===== src/rtl/divider.sv =====
// -----------------------------------------------------------------------------
// divider
//   Multi-cycle signed integer divider for the datapath ALU. Non-restoring
//   shift/subtract, one quotient bit per clock. The result packs the remainder
//   in the high half and the quotient in the low half, matching the 64-bit
//   layout that feeds the Z register.
//
//   Handshake: the control unit raises start while the divider is idle; the
//   operands are captured on that edge. done pulses for one cycle when
//   Result_div becomes valid. Result_div then holds until the next done or
//   reset. start while busy is ignored. start during the done cycle is a new
//   request.
//
//   Timing: a normal divide produces done WIDTH+1 edges after the accept edge.
//   A divide by zero produces done on the accept edge itself.
//
//   Optional build macro: DIVIDER_UNSIGNED_EN
//     This macro adds the div_unsigned input, which is sampled at accept.
//     When div_unsigned is 1, the operands are taken as unsigned magnitudes.
//
// Ports
//   clk          in   rising-edge clock
//   reset        in   synchronous, active-high reset
//   start        in   request, sampled only when idle
//   A_div        in   dividend (two's complement)
//   B_div        in   divisor (two's complement)
//   div_unsigned in   unsigned mode select (only with DIVIDER_UNSIGNED_EN)
//   Result_div   out  {remainder, quotient}
//   busy         out  operation in progress
//   done         out  one-cycle completion pulse
//   div_by_zero  out  pulses with done when the divisor was zero
//
//   The FSM state is visible as the internal signal 'state' (state_t).
// -----------------------------------------------------------------------------
module divider #(
  parameter int WIDTH = 32
) (
  input  logic               clk,
  input  logic               reset,
  input  logic               start,
  input  logic [WIDTH-1:0]   A_div,
  input  logic [WIDTH-1:0]   B_div,
`ifdef DIVIDER_UNSIGNED_EN
  input  logic               div_unsigned,
`endif
  output logic [2*WIDTH-1:0] Result_div,
  output logic               busy,
  output logic               done,
  output logic               div_by_zero
);

  localparam int CW = (WIDTH > 1) ? $clog2(WIDTH) : 1;
  localparam logic [CW-1:0] LAST = CW'(WIDTH - 1);

  typedef enum logic [1:0] {
    IDLE = 2'd0,
    ITER = 2'd1,
    FIX  = 2'd2
  } state_t;

  state_t state;
  state_t state_next;

  // The partial remainder carries one extra bit so that its sign is available
  // directly.
  logic [WIDTH:0]   p;
  logic [WIDTH-1:0] q;
  logic [WIDTH-1:0] b_mag;
  logic             sign_a;
  logic             sign_b;
  logic [CW-1:0]    cnt;

  // ---------------------------------------------------------------------------
  // Operand conditioning at accept
  // ---------------------------------------------------------------------------
  logic             is_signed;
  logic             neg_a;
  logic             neg_b;
  logic [WIDTH-1:0] a_mag_in;
  logic [WIDTH-1:0] b_mag_in;
  logic             b_zero;

`ifdef DIVIDER_UNSIGNED_EN
  assign is_signed = ~div_unsigned;
`else
  assign is_signed = 1'b1;
`endif

  assign neg_a = is_signed & A_div[WIDTH-1];
  assign neg_b = is_signed & B_div[WIDTH-1];
  // The most negative value has magnitude 2^(WIDTH-1), which still fits
  // unsigned in WIDTH bits.
  assign a_mag_in = neg_a ? (~A_div + 1'b1) : A_div;
  assign b_mag_in = neg_b ? (~B_div + 1'b1) : B_div;
  assign b_zero   = (B_div == '0);

  // ---------------------------------------------------------------------------
  // One non-restoring step.
  // The add/subtract choice uses the sign of P before the shift. The shifted
  // value can exceed the P register width when the divisor is large. However,
  // the sum after the add or subtract always lands back in [-|B|, |B|), so the
  // wrapped arithmetic still gives the correct result.
  // ---------------------------------------------------------------------------
  logic [WIDTH:0]   p_shift;
  logic [WIDTH:0]   p_step;
  logic [WIDTH-1:0] q_step;

  always_comb begin
    p_shift = {p[WIDTH-1:0], q[WIDTH-1]};
    if (p[WIDTH]) begin
      p_step = p_shift + {1'b0, b_mag};
    end else begin
      p_step = p_shift - {1'b0, b_mag};
    end
    q_step = {q[WIDTH-2:0], ~p_step[WIDTH]};
  end

  // ---------------------------------------------------------------------------
  // Final correction: restore a negative remainder, then apply the signs.
  // ---------------------------------------------------------------------------
  logic [WIDTH:0]   p_fix;
  logic [WIDTH-1:0] rem_mag;
  logic [WIDTH-1:0] rem_final;
  logic [WIDTH-1:0] quo_final;

  always_comb begin
    p_fix     = p[WIDTH] ? (p + {1'b0, b_mag}) : p;
    rem_mag   = p_fix[WIDTH-1:0];
    rem_final = sign_a ? (~rem_mag + 1'b1) : rem_mag;
    quo_final = (sign_a ^ sign_b) ? (~q + 1'b1) : q;
  end

  // ---------------------------------------------------------------------------
  // FSM
  // ---------------------------------------------------------------------------
  always_ff @(posedge clk) begin
    if (reset) begin
      state <= IDLE;
    end else begin
      state <= state_next;
    end
  end

  always_comb begin
    state_next = state;
    case (state)
      IDLE:    if (start && !b_zero) state_next = ITER;
      ITER:    if (cnt == LAST)      state_next = FIX;
      FIX:                           state_next = IDLE;
      default:                       state_next = IDLE;
    endcase
  end

  // ---------------------------------------------------------------------------
  // Datapath and outputs
  // ---------------------------------------------------------------------------
  always_ff @(posedge clk) begin
    if (reset) begin
      p           <= '0;
      q           <= '0;
      b_mag       <= '0;
      sign_a      <= 1'b0;
      sign_b      <= 1'b0;
      cnt         <= '0;
      Result_div  <= '0;
      busy        <= 1'b0;
      done        <= 1'b0;
      div_by_zero <= 1'b0;
    end else begin
      done        <= 1'b0;
      div_by_zero <= 1'b0;
      case (state)
        IDLE: begin
          if (start) begin
            if (b_zero) begin
              // Divide by zero: answer immediately without entering ITER.
              Result_div  <= {A_div, {WIDTH{1'b1}}};
              done        <= 1'b1;
              div_by_zero <= 1'b1;
            end else begin
              p      <= '0;
              q      <= a_mag_in;
              b_mag  <= b_mag_in;
              sign_a <= neg_a;
              sign_b <= neg_b;
              cnt    <= '0;
              busy   <= 1'b1;
            end
          end
        end
        ITER: begin
          p   <= p_step;
          q   <= q_step;
          cnt <= cnt + 1'b1;
        end
        FIX: begin
          Result_div <= {rem_final, quo_final};
          done       <= 1'b1;
          busy       <= 1'b0;
        end
        default: ;
      endcase
    end
  end

endmodule


===== config.mk =====
export PLATFORM = sky130hd
export DESIGN_NAME = divider
export DESIGN_NICKNAME = d
export VERILOG_FILES = /design/src/rtl/divider.sv
export SDC_FILE = /design/constraint.sdc
export NUM_CORES = 1
export LEC_CHECK = 0
export ABC_AREA = 1
export CAP_MARGIN = 20
export CORE_AREA = 2 2 208 149
export CTS_CLUSTER_SIZE = 12
export DETAILED_ROUTE_END_ITERATION = 16
export DIE_AREA = 0 0 210 151
export DONT_BUFFER_PORTS = 1
export GPL_TIMING_DRIVEN = 0
export HOLD_SLACK_MARGIN = 0.05
export PLACE_DENSITY = 0.65
export SLEW_MARGIN = 20
export SYNTH_ARGS = -nofsm -noshare
export SYNTH_HDL_FRONTEND = slang
export SYNTH_SLANG_ARGS = --single-unit

===== constraint.sdc =====
create_clock -name clk -period 4.2 [get_ports clk]
set_input_delay 0.84 -clock clk [delete_from_list [all_inputs] [get_ports clk]]
set_output_delay 0.84 -clock clk [all_outputs]
set_load 0.01 [all_outputs]

==> results of run 1 <==
-- metal layers --
layer,global-route usage [%],routed length [um]
met5,0,0
met4,8.44,1080
met3,12.6,8080
met2,49.9,22100
met1,55.4,28200
-- synth_stat cells (all sizes together), types with 34 or more instances --
master,number,share of area [%]
clkbuf,60,1.5
nand3,168,5.8
xor2,58,3.5
nor3,34,1.4
dfxtp,173,24
o21ai,203,7.0
a21oi,237,8.1
or2,40,1.7
nand2,681,17
inv,317,8.1
nor2,219,5.7
ha,70,6.0
-- worst max-delay path: cells and delay by family, from the launching register on --
family          cells  cell delay (ns)
compound gates      5             0.60
xor+xnor            1             0.10
fa+ha+maj           1             0.39
buf+inv             2             0.14
flops               1             0.36
simple gates       15             2.31
-- state kept, by name, summed over array words and instances (netlist names), 2 cells and up --
signal	count
Result_div	64
p	33
b_mag	32
q	32
cnt	5
state	2
-- through the flow --
stage,cells,utilization (%)
finish,2894,54.2
global route,2894,54.2
CTS,2882,53.3
detailed placement,2852,51.2
global placement,2852,51.2
floorplan,2467,-
-- worst paths after layout --
check,from,end,slack [ns]
worst min register to register,cnt[3],cnt[3],0.47
worst max-delay path,b_mag[2],p[31],0.15
worst min-delay path,cnt[3],cnt[3],0.47
worst max register to register,b_mag[2],p[31],0.15
-- layout make-up --
class | count | area [um^2]
multi-input cells | 1889 | 9850
inverters | 320 | 1200
flip-flops and latches | 173 | 3470
well taps | 385 | 482
plain buffers | 83 | 343
fillers | 3136 | 13600
clock buffers | 20 | 457
repair buffers | 12 | 90.1
clock inverters | 12 | 153
-- power by group through the flow --
stage	Combinational (mW)	Sequential, mW	Clock, mW
2_1_floorplan	2.42	1.90	0
3_3_place_gp	3.21	2.03	0
3_5_place_dp	3.24	2.03	0
4_1_cts	3.28	2.00	1.66
5_1_grt	3.97	2.02	1.71
6_report	3.59	2.02	1.65
-- cell families (layout without fill, tap and decap cells) --
group                    after synthesis  in the layout  synth area share (%)
AND/OR/NAND/NOR                     1195           1195                  34.6
XOR/XNOR                              78             78                  4.65
flip-flops                           173            173                  23.6
buffers and inverters                405            447                  10.5
AO/OA/AOI/OAI                        544            544                  20.4
adder cells (fa/ha/maj)               72             72                  6.24
-- repair_timing --
action / in CTS / in global routing
endpoints found under the setup margin: 24 / 12
resized for setup: 14 / 51
setup buffers: 0 / 12
endpoints found under the hold margin: 0 / 0
pin swaps: 0 / 24
==> impl_metrics.py, run 1 <==
metrics = {
    "grt": {
        "antenna_found_initial": 0,
        "grt_pass1_wl_um": 87400,
        "grt_pass1_vias": 14900,
        "grt_use_total_pct": 37.0,
        "grt_max_degree": 20,
        "grt_remaining_overflow": 0,
    },
    "logic_synthesis": {
        "ys_ff_latch": 173,
        "synth_area_mm2": 0.0147,
        "synthArstFlopShare_pct": 0,
        "syn_area_per_cell_um2": 5.95,
        "synth-seq-area-share_pct": 23.6,
        "synth_cells": 2467,
        "synth_cell_types": 56,
        "synth-edff-count": 0,
        "synthFlopType": "dfxtp_1",
        "synth_fp_nets": 2606,
        "yosys_warnings": 0,
    },
    "floorplanning": {
        "ios": 134,
        "die_h_um": 151,
        "rows": 53,
        "core-area_mm2": 0.0296,
        "die_w_um": 210,
        "initial_utilization_pct": 49.5,
        "dieArea_mm2": 0.0317,
    },
    "clock_tree": {
        "clock-root-buffer": "clkbuf_16",
        "clkTransAtPathRegs_ns": 0.07,
        "tritoncts": "yes",
        "cts.path.max_buffers": 2,
        "clk_latency_ns": 0.46,
        "cts_buffers": 17,
        "cts_sinks": 173,
        "postCtsHoldBufs": 0,
        "htreeDepth": 4,
    },
    "power_and_ir_drop": {
        "p_per_area_mw_per_mm2": 452,
        "ir_drop_mv": 0.227,
        "finalPower_mw": 7.26,
        "netSwitchingPower_mw": 3.41,
        "sequentialPowerShare_pct": 27.9,
        "power_frac_clock_pct": 22.8,
        "p_leak_nw": 7.73,
        "internal_power_mw": 3.85,
        "comb_power_share_pct": 49.4,
        "switching_share_pct": 47.0,
    },
    "layout": {
        "diodes": 0,
        "layout_common_cells": "nand2_1, inv_1, a21oi_1, nor2_1, o21ai_0",
        "drive_above_1_share_pct": 6.46,
        "fin_area_mm2": 0.0161,
        "area_growth_pct": 9.35,
        "final_common_cell": "nand2_1",
        "fin_nets": 2635,
    },
    "sta": {
        "clock-skew-final_ns": 0.0197,
        "hold_slack_ns": 0.472,
        "tns_ns": 0,
        "finalSetupViolCount": 0,
        "rsz0062_at_grt": "true",
        "min_period_ns": 4.05,
        "max_freq_ghz": 0.247,
        "period_share_pct": 96.5,
        "hold_viol_final": 0,
        "worst_pin_slew_ns": 0.955,
        "slew_violations": 0,
        "slew_headroom_pct": 36.2,
        "timing.final.ws_setup_ns": 0.146,
    },
    "placement": {
        "post-place-ws_ns": -0.776,
        "dpl.hpwl_um": 49200,
        "gp_congestion": 0.995,
        "port_buffers": 0,
        "place_area_mm2": 0.0152,
    },
    "setup_path": {
        "cp_max_fo": 5,
        "cp-end-kind": "flip-flop",
        "start_kind": "flip-flop",
        "arrival_ns": 4.36,
        "slowest_delay_ns": 0.39,
        "critPathKind": "flip-flop to flip-flop",
        "crit_slowest_cell": "ha_1",
        "path_cells": "inv_4 -> nand3_2 -> nand3b_1 -> nor3_4 -> nand3_2 -> nand3b_1 -> nor3_4 -> nand2_2 -> o21ai_4 -> xor2_1 -> ha_1 -> nand2_2 -> nor2_1 -> inv_1 -> nor2_2 -> nand3_1 -> nand2_2 -> nand2_1 -> o211ai_1 -> nand2_1 -> nand3_2 -> a21oi_2 -> o21ai_1 -> a21oi_1",
        "reg2regPathDepth": 24,
        "crit_required_ns": 4.50,
    },
    "flow_run": {
        "max-cap-violations": 0,
    },
    "worst_hold_path": {
        "whs_path_depth": 2,
        "hold_class": "flip-flop to flip-flop",
    },
    "drt": {
        "postRouteAntennaNets": 0,
        "wl_per_cell_um": 20.6,
        "drtIter0Drc": 2323,
        "firstDrtPassIters": 6,
        "routed_wl_um": 59500,
        "via_count": 16800,
        "drc": 0,
        "vias_per_cell": 5.82,
    },
    "run_status": {
        "outcome": "completed",
    },
}
(Power assumes the default switching activity.)
==> run 2, diff against run 1 <==
ABC_AREA = not set   (was 1)
CORE_AREA = 2 2 201 143   (was 2 2 208 149)
DIE_AREA = 0 0 203 145   (was 0 0 210 151)
==> impl_metrics.py, run 2 <==
metrics = {
    "sta": {
        "clock-skew-final_ns": 0.0109,
        "slew_violations": 0,
        "hold_viol_final": 0,
        "period_share_pct": 98.9,
        "min_period_ns": 4.15,
        "rsz0062_at_grt": "true",
        "tns_ns": 0,
        "timing.final.ws_setup_ns": 0.0453,
        "slew_headroom_pct": 38.8,
        "worst_pin_slew_ns": 0.918,
        "finalSetupViolCount": 0,
        "max_freq_ghz": 0.241,
    },
    "floorplanning": {
        "die_h_um": 145,
        "die_w_um": 203,
        "dieArea_mm2": 0.0294,
        "ios": 134,
        "core-area_mm2": 0.0275,
        "initial_utilization_pct": 49.4,
        "rows": 51,
    },
    "grt": {
        "grt_pass1_wl_um": 76700,
        "grt_max_degree": 17,
        "antenna_found_initial": 0,
        "grt_pass1_vias": 12800,
        "grt_remaining_overflow": 0,
        "grt_use_total_pct": 33.9,
    },
    "setup_path": {
        "path_cells": "nor3_4 -> nand2b_1 -> nor4_4 -> nor2b_4 -> a21oi_1 -> xor2_1 -> ha_2 -> and4_1 -> and3_1 -> o2111ai_4 -> a31oi_4 -> o211ai_1 -> and2_4 -> o211ai_1 -> a21o_1 -> a21oi_2 -> xnor2_2 -> a22o_1",
        "crit_required_ns": 4.56,
        "slowest_delay_ns": 0.43,
        "crit_slowest_cell": "ha_2",
        "arrival_ns": 4.51,
        "critPathKind": "flip-flop to flip-flop",
        "start_kind": "flip-flop",
        "cp-end-kind": "flip-flop",
        "cp_common_cell": "o211ai_1",
        "cp_max_fo": 5,
    },
    "logic_synthesis": {
        "yosysTopAreaCell": "dfxtp_1",
        "syn_area_per_cell_um2": 7.43,
        "synth_area_mm2": 0.0136,
        "synth_cells": 1829,
        "synthArstFlopShare_pct": 0,
        "synth-edff-count": 0,
        "synth_top_area_share_pct": 25.5,
        "synth_cell_types": 77,
        "synthFlopType": "dfxtp_1",
        "synth_most_common_cell": "nand2_1",
        "ys_ff_latch": 173,
        "synth-seq-area-share_pct": 25.5,
        "synth_area_leaders": "dfxtp_1, xor2_1, nand2_1",
        "yosys_warnings": 0,
        "synthTopCellsByCount": "nand2_1, dfxtp_1, nor2_1",
        "synth_fp_nets": 1968,
    },
    "layout": {
        "multi_input_area_mm2": 0.00996,
        "final_util_pct": 56.4,
        "drive_above_1_share_pct": 9.59,
        "fin_nets": 2023,
        "top_register": "Result_div",
        "area_growth_pct": 14.2,
        "largest_reg_flops": 64,
        "fill_cells": 2647,
        "layout_common_cells": "nand2_1, dfxtp_1, nor2_1, a21oi_1, xor2_1",
        "reg.largest.list": "Result_div x64, p x33",
        "diodes": 0,
        "final_common_cell": "nand2_1",
        "seq_area_mm2": 0.00348,
    },
    "drt": {
        "wl_per_cell_um": 22.6,
        "postRouteAntennaNets": 0,
        "via_count": 14400,
        "vias_per_cell": 6.36,
        "drc": 0,
        "firstDrtPassIters": 5,
        "drtIter0Drc": 1702,
        "routed_wl_um": 51300,
    },
    "placement": {
        "gp_congestion": 0.966,
        "dpl.hpwl_um": 40500,
        "port_buffers": 0,
        "post-place-ws_ns": -1.26,
    },
    "clock_tree": {
        "cts.path.max_buffers": 2,
        "clk_latency_ns": 0.47,
        "cts_buffers": 17,
        "clkTransAtPathRegs_ns": 0.07,
        "htreeDepth": 4,
        "cts_sinks": 173,
        "clock-root-buffer": "clkbuf_16",
        "tritoncts": "yes",
    },
    "power_and_ir_drop": {
        "ir_drop_mv": 0.371,
        "finalPower_mw": 9.49,
        "p_leak_nw": 5.66,
        "p_per_area_mw_per_mm2": 612,
    },
    "worst_hold_path": {
        "hold_class": "flip-flop to flip-flop",
    },
    "run_status": {
        "outcome": "completed",
    },
    "flow_run": {
        "max-cap-violations": 0,
    },
}
-- run 2: power breakdown --
| part | switching, mW | internal [mW] |
|---|---|---|
| logic | 3.24 | 2.41 |
| registers | 0.358 | 1.80 |
| clock network | 0.761 | 0.925 |
| total | 4.36 | 5.14 |
-- run 2: critical path, delay by kind of cell (launching register included) --
kind,cells,cell delay (ns)
AND/OR/NAND/NOR,7,1.57
AO/OA/AOI/OAI,8,1.34
adder cells (fa/ha/maj),1,0.43
flip-flops,1,0.38
XOR/XNOR,2,0.32
-- run 2: final cells by class --
type                            instances  share of cell area [%]
Timing Repair Buffer                   37                    1.79
Clock inverter                         12                   0.960
Multi-Input combinational cell       1506                    64.2
Buffer                                117                    3.92
Inverter                               32                   0.782
Clock buffer                           20                    2.94
Sequential cell                       173                    22.4
Tap cell                              371                    2.99
-- run 2: final timing paths --
kind / slack [ns] / depth (start not counted) / end / startpoint
setup / recovery: 0.05 / 18 / p[32] / b_mag[4]
hold / removal: 0.48 / 2 / cnt[4] / cnt[4]
setup reg to reg: 0.05 / 18 / p[32] / b_mag[4]
hold reg to reg: 0.48 / 2 / cnt[4] / cnt[4]
-- run 2: kinds of logic after synthesis --
group	synth area share (%)
fa+ha+maj	6.74
xor+xnor	12.0
simple gates	24.2
mux	1.37
buf+inv	4.38
flops	25.5
compound gates	25.8
-- run 2: repair_timing --
action,CTS,global route
endpoints found under the setup margin,43,61
gates cloned,0,0
pin swaps,16,23
hold buffers,0,0
setup buffers,11,26
resized for setup,53,75
endpoints found under the hold margin,0,0
-- run 2: stage by stage --
| stage | instance area, um^2 | hold WS (ns) | std cells |
|---|---|---|---|
| after detailed placement | 14100 | 0.468 | 2200 |
| after floorplan | 13600 | 0.452 | 1829 |
| after global placement | 14100 | 0.462 | 2200 |
| after CTS | 15000 | 0.478 | 2243 |
| after global routing | 15500 | 0.503 | 2268 |
| final | 15500 | 0.480 | 2268 |
-- run 2: per-layer routing --
metal	wire, um	share of wire (%)	global-route usage (%)
met5	0	0	0
met4	648	1.3	6.79
met3	7150	14	11.0
met2	19500	38	44.3
met1	24100	47	52.8
